[src/rtl/sar_result_collector.sv]
// Rebuilds MSB-first SAR conversion words from the SAR_LOGIC bit stream and
// buffers them in a small FIFO behind a valid/ready port.
module sar_result_collector #(
  parameter int unsigned BITS  = 8,
  parameter int unsigned DEPTH = 4
) (
  input  logic                     CLK,
  input  logic                     XRST,
  input  logic                     EN,
  input  logic                     CLR,
  input  logic                     DOUT_BIT,
  input  logic                     COMP_CLK,
  input  logic [BITS:0]            SDAC_IN,
  output logic [BITS-1:0]          DOUT,
  output logic                     DOUT_VALID,
  input  logic                     DOUT_READY,
  output logic [$clog2(DEPTH):0]   LEVEL,
  output logic                     OVF,
  output logic                     FRAME_ERR,
  output logic [15:0]              CONV_CNT
);

  localparam int unsigned AW = $clog2(DEPTH);
  localparam int unsigned IW = $clog2(BITS);
  localparam logic [IW-1:0] IDX_TOP  = IW'(BITS - 1);
  localparam logic [AW:0]   FULL_LVL = (AW + 1)'(DEPTH);
  localparam logic [BITS:0] SDAC_MSB = {1'b1, {BITS{1'b0}}};

  typedef enum logic {HUNT, SYNC} sync_t;

  sync_t                state, state_nxt;
  logic                 cc_d;
  logic [IW-1:0]        idx;
  logic [BITS-1:1]      shreg;
  logic [AW:0]          wptr, rptr;
  logic [BITS-1:0]      mem [DEPTH];

  logic                 rise, fall, frame_start, frame_err_set;
  logic                 capture, push, pop, push_ok, full, empty;
  logic [AW:0]          level;
  logic [BITS-1:0]      push_word;

  always_comb begin
    rise          = COMP_CLK & ~cc_d;
    fall          = ~COMP_CLK & cc_d;
    frame_start   = EN & rise & (SDAC_IN == SDAC_MSB);
    frame_err_set = frame_start & (state == SYNC) & (idx != IDX_TOP);
    capture       = EN & fall & (state == SYNC);
    push          = capture & (idx == '0);
    push_word     = {shreg, DOUT_BIT};
    level         = wptr - rptr;
    full          = (level == FULL_LVL);
    empty         = (wptr == rptr);
    pop           = DOUT_READY & ~empty;
    // A full FIFO still accepts a word when the head leaves in the same cycle.
    push_ok       = push & (~full | pop);
  end

  always_comb begin
    state_nxt = state;
    if (CLR || !EN)
      state_nxt = HUNT;
    else if (frame_start)
      state_nxt = SYNC;
  end

  always_ff @(posedge CLK or negedge XRST) begin
    if (!XRST)
      state <= HUNT;
    else
      state <= state_nxt;
  end

  always_ff @(posedge CLK or negedge XRST) begin
    if (!XRST) begin
      cc_d      <= 1'b0;
      idx       <= IDX_TOP;
      shreg     <= '0;
      wptr      <= '0;
      rptr      <= '0;
      mem       <= '{default: '0};
      OVF       <= 1'b0;
      FRAME_ERR <= 1'b0;
      CONV_CNT  <= '0;
    end else begin
      cc_d <= COMP_CLK;
      if (CLR) begin
        idx       <= IDX_TOP;
        wptr      <= '0;
        rptr      <= '0;
        OVF       <= 1'b0;
        FRAME_ERR <= 1'b0;
      end else begin
        if (!EN || frame_start) begin
          idx <= IDX_TOP;
        end else if (capture) begin
          if (idx != '0) begin
            shreg[idx] <= DOUT_BIT;
            idx        <= idx - 1'b1;
          end else begin
            idx <= IDX_TOP;
          end
        end
        if (frame_err_set)
          FRAME_ERR <= 1'b1;
        if (pop)
          rptr <= rptr + 1'b1;
        if (push_ok) begin
          mem[wptr[AW-1:0]] <= push_word;
          wptr              <= wptr + 1'b1;
          CONV_CNT          <= CONV_CNT + 16'd1;
        end else if (push) begin
          OVF <= 1'b1;
        end
      end
    end
  end

  assign DOUT       = mem[rptr[AW-1:0]];
  assign DOUT_VALID = ~empty;
  assign LEVEL      = level;

endmodule
[config.mk]
export PLATFORM = sky130hd
export DESIGN_NAME = sar_result_collector
export DESIGN_NICKNAME = d
export VERILOG_FILES = /design/src/rtl/sar_result_collector.sv
export SDC_FILE = /design/constraint.sdc
export NUM_CORES = 1
export LEC_CHECK = 0
export ABC_AREA = 1
export CAP_MARGIN = 0
export CORE_ASPECT_RATIO = 0.75
export CORE_MARGIN = 5
export CORE_UTILIZATION = 50
export CTS_CLUSTER_DIAMETER = 50
export CTS_CLUSTER_SIZE = 25
export DETAILED_ROUTE_END_ITERATION = 16
export GPL_TIMING_DRIVEN = 0
export HOLD_SLACK_MARGIN = 0.02
export PLACE_DENSITY = 0.73
export SYNTH_ARGS = -nofsm -noshare
export SYNTH_HDL_FRONTEND = slang
export SYNTH_SLANG_ARGS = --single-unit
[constraint.sdc]
create_clock -name CLK -period 3 [get_ports CLK]
set_clock_uncertainty 0.2 [all_clocks]
set_input_delay 0.6 -clock CLK [delete_from_list [all_inputs] [get_ports CLK]]
set_output_delay 0.6 -clock CLK [all_outputs]
set_load 0.02 [all_outputs]
==> run_results.csv <==
group,metric,value,unit
cells_and_area,final_cells,613,
cells_and_area,multi_input_area,1750,um^2
sta,rsz0062_at_grt,"false",
drt,avgViaCountPerCell,5.31,
clock_network,clk_pin_slew,70,ps
cells_and_area,drive_gt1_share,8.59,%
logic_synthesis,ys_ff_latch,68,
logic_synthesis,syn-cell-area,3650,um^2
floorplanning,initial_core_util,50.5,%
logic_synthesis,syn_area_per_cell,8.13,um^2
pwr,power.leakage,2.34,nW
sta,finalSetupViolations,0,
worst_setup_path,r2r_cells,12,
logic_synthesis,seq_area_frac_synth,46.7,%
floorplanning,row_count,27,
drt,drt-wirelength-per-cell,14.2,um
worst_setup_path,r2r_slack,490,ps
floorplanning,core,7230,um^2
sta,period_share,95.3,%
worst_setup_path,crit_required,2200,ps
pwr,peakVddDrop,0.000209,V
drt,drt_first_pass_iters,4,
global_routing,grt_pass1_wl,15100,um
logic_synthesis,synth_fp_nets,477,
worst_setup_path,start_kind,"register",
cells_and_area,fin_area,4450,um^2
place,place_area,4220,um^2
drt,num_vias,3258,
worst_setup_path,critPathCaptureType,"output port",
worst_setup_path,cp_max_fo,10,
sta,max_freq,350,MHz
clock_network,cts-htree-levels,3,
cells_and_area,layout_commonest_cell,"nand2_1",
hold_path,worstHoldPathType,"input pin to asynchronous set/reset pin",
cells_and_area,fill_cells,655,
place,finalWeightedCongestion,0.850,
logic_synthesis,syn_inst,449,
global_routing,overflow,0,
global_routing,grt_pass1_vias,3085,
run_status,status,"finished clean",
global_routing,grtUsageTotal,20.7,%
worst_setup_path,cp_slowest_cell,"clkdlybuf4s50_1",
worst_setup_path,r2r-end,"CONV_CNT[3]",
clock_network,cts_sinks,68,
worst_setup_path,worstReg2RegStart,"wptr[0]",
clock_network,cts_made_buffers,9,
floorplanning,pin_count,46,
floorplanning,die_w,109,um
cells_and_area,regArea,1710,um^2
clock_network,cts_buffer_depth,2,
worst_setup_path,cp_data_arrival_time,2060,ps
place,hpwl,6310,um
cells_and_area,area_delta_synth_final,21.9,%
sta,slew-limit-headroom,41.5,%
logic_synthesis,yosysWarnings,0,
drt,drtIter0Drc,235,
place,port_buffers,44,
sta,final-hold-violation-count,0,
worst_setup_path,max_stage_delay,630,ps
place,placedCellCount,594,
drt,drt_wl_total,8680,um
drt,drcViolationCount,0,
clock_network,cts_root_buffer,"clkbuf_8",
floorplanning,die_h,84.0,um
sta,tightest_slew,878,ps
clock_network,postCtsHoldBufs,0,
clock_network,clock_latency,340,ps
cells_and_area,fin_nets,535,
floorplanning,die_area,9130,um^2
global_routing,grt_max_degree,69,
clock_network,cts_tree,"done",
sta,finalMaxSlewViolations,0,
job,cap_violations,0,
logic_synthesis,yosysUniqueCellTypes,33,
worst_setup_path,cp_cell_sequence,"inv_2, clkbuf_4, nor2_1, o22ai_1, clkdlybuf4s50_1",
pwr,power.density,392,nW/um^2
cells_and_area,layout_common_cells,"nand2_1, dfrtp_1, nand4_1",
cells_and_area,antenna-diode-count,0,
worst_setup_path,path_class,"register to output port",
drt,ant_nets,0,
global_routing,antenna_found_initial,0,
sta,period_needed,2860,ps
[how the worst max path moves through the flow]
| stage | from | end | cells after the start |
|---|---|---|---|
| after floorplan | wptr[0] | CONV_CNT[2] | 12 |
| after global placement | XRST | state | 1 |
| after detailed placement | rptr[1] | DOUT_VALID | 6 |
| after CTS | rptr[0] | DOUT[7] | 5 |
| after global routing | wptr[0] | LEVEL[2] | 8 |
| final | rptr[0] | DOUT[6] | 5 |
[cells in the mapped netlist]
cell type,instances,area (um^2)
nand2_1,157,589
dfrtp_1,65,1630
nand4_1,43,269
nor2_1,30,113
inv_1,29,109
o21ai_0,25,125
nand3_1,19,95.1
ha_1,11,138
xor2_1,10,87.6
o22ai_1,8,50.1
nor3_1,7,35.0
buf_2,5,25.0
clkbuf_1,5,18.8
a21oi_1,4,20.0
buf_1,4,15.0
xnor2_1,4,35.0
dfstp_2,3,78.8
buf_6,2,22.5
nand2_2,2,12.5
nor3_4,2,32.5
o2111ai_1,2,17.5
a21boi_0,1,7.51
a21oi_4,1,16.3
clkinv_1,1,3.75
fa_1,1,20.0
inv_2,1,3.75
nand2_4,1,11.3
nand4_4,1,21.3
nor2_4,1,11.3
nor2_8,1,20.0
nor3b_1,1,7.51
nor4_1,1,6.26
o21a_1,1,7.51
[worst max-delay path: cells and delay by family, from the launching register on]
kind | cells | cell delay, ps
AOI/OAI and AO/OA | 1 | 180
buffers and inverters | 3 | 1000
DFF | 1 | 480
and+or+nand+nor | 1 | 60
[timing repair]
item | CTS | global route
hold endpoints to repair | 0 | 0
endpoints found under the setup margin | 10 | 9
setup buffers | 0 | 3
pin swaps | 0 | 0
resized for setup | 7 | 10
[cell families (layout without fill, tap and decap cells)]
family	Yosys count	after routing	share of synthesized area, %
compound gates	42	42	6.68
xor+xnor	14	14	3.36
buf+inv	47	110	5.41
fa+ha+maj	12	12	4.32
simple gates	266	266	33.5
flops	68	68	46.7
[power breakdown]
group          leakage, nW  switching [mW]  internal (mW)  total, mW
Combinational         1.30          0.0439         0.0231     0.0670
Clock                0.100           0.347          0.406      0.753
Sequential           0.935         0.00295          0.919      0.922
Total                 2.34           0.394           1.35       1.74
[metrics by stage]
| stage | worst slack, ps | utilization, % | hold WS [ps] | setup TNS (ps) | total power [mW] |
|---|---|---|---|---|---|
| after floorplan | 749 | - | 104 | 0 | 0.962 |
| after CTS | 0.267 | 61.0 | 191 | 0 | 1.76 |
| after global placement | -1230 | 58.3 | 258 | -81190 | 1.01 |
| after detailed placement | 138 | 58.3 | 264 | 0 | 1.01 |
| final | 140 | 61.5 | 171 | 0 | 1.74 |
| after global routing | 30.9 | 61.5 | 236 | 0 | 1.82 |
[metal layers]
| metal | up-vias | global-route usage, % | part of all wire [%] |
|---|---|---|---|
| met1 | 1530 | 31.4 | 50 |
| met2 | 100 | 28.9 | 42 |
| met5 | - | 0 | 0 |
| met3 | 8 | 5.03 | 6.9 |
| li1 | 1620 | - | - |
| met4 | 0 | 6.42 | 1.1 |
[flip-flops by register name, summed over array words and instances (netlist names)]
signal	count
FRAME_ERR	1
OVF	1
CONV_CNT	16
state	1
mem	32
shreg	7
wptr	3
idx	3
rptr	3
cc_d	1
[area by class of cell]
class,instances,area share (%)
inverters,31,2.64
multi-input cells,334,39.3
flip-flops and latches,68,38.4
repair buffers,47,10.5
clock inverters,4,1.10
clock buffers,12,3.26
well taps,101,2.84
plain buffers,16,1.94
Power figures use the tool's default switching activity.
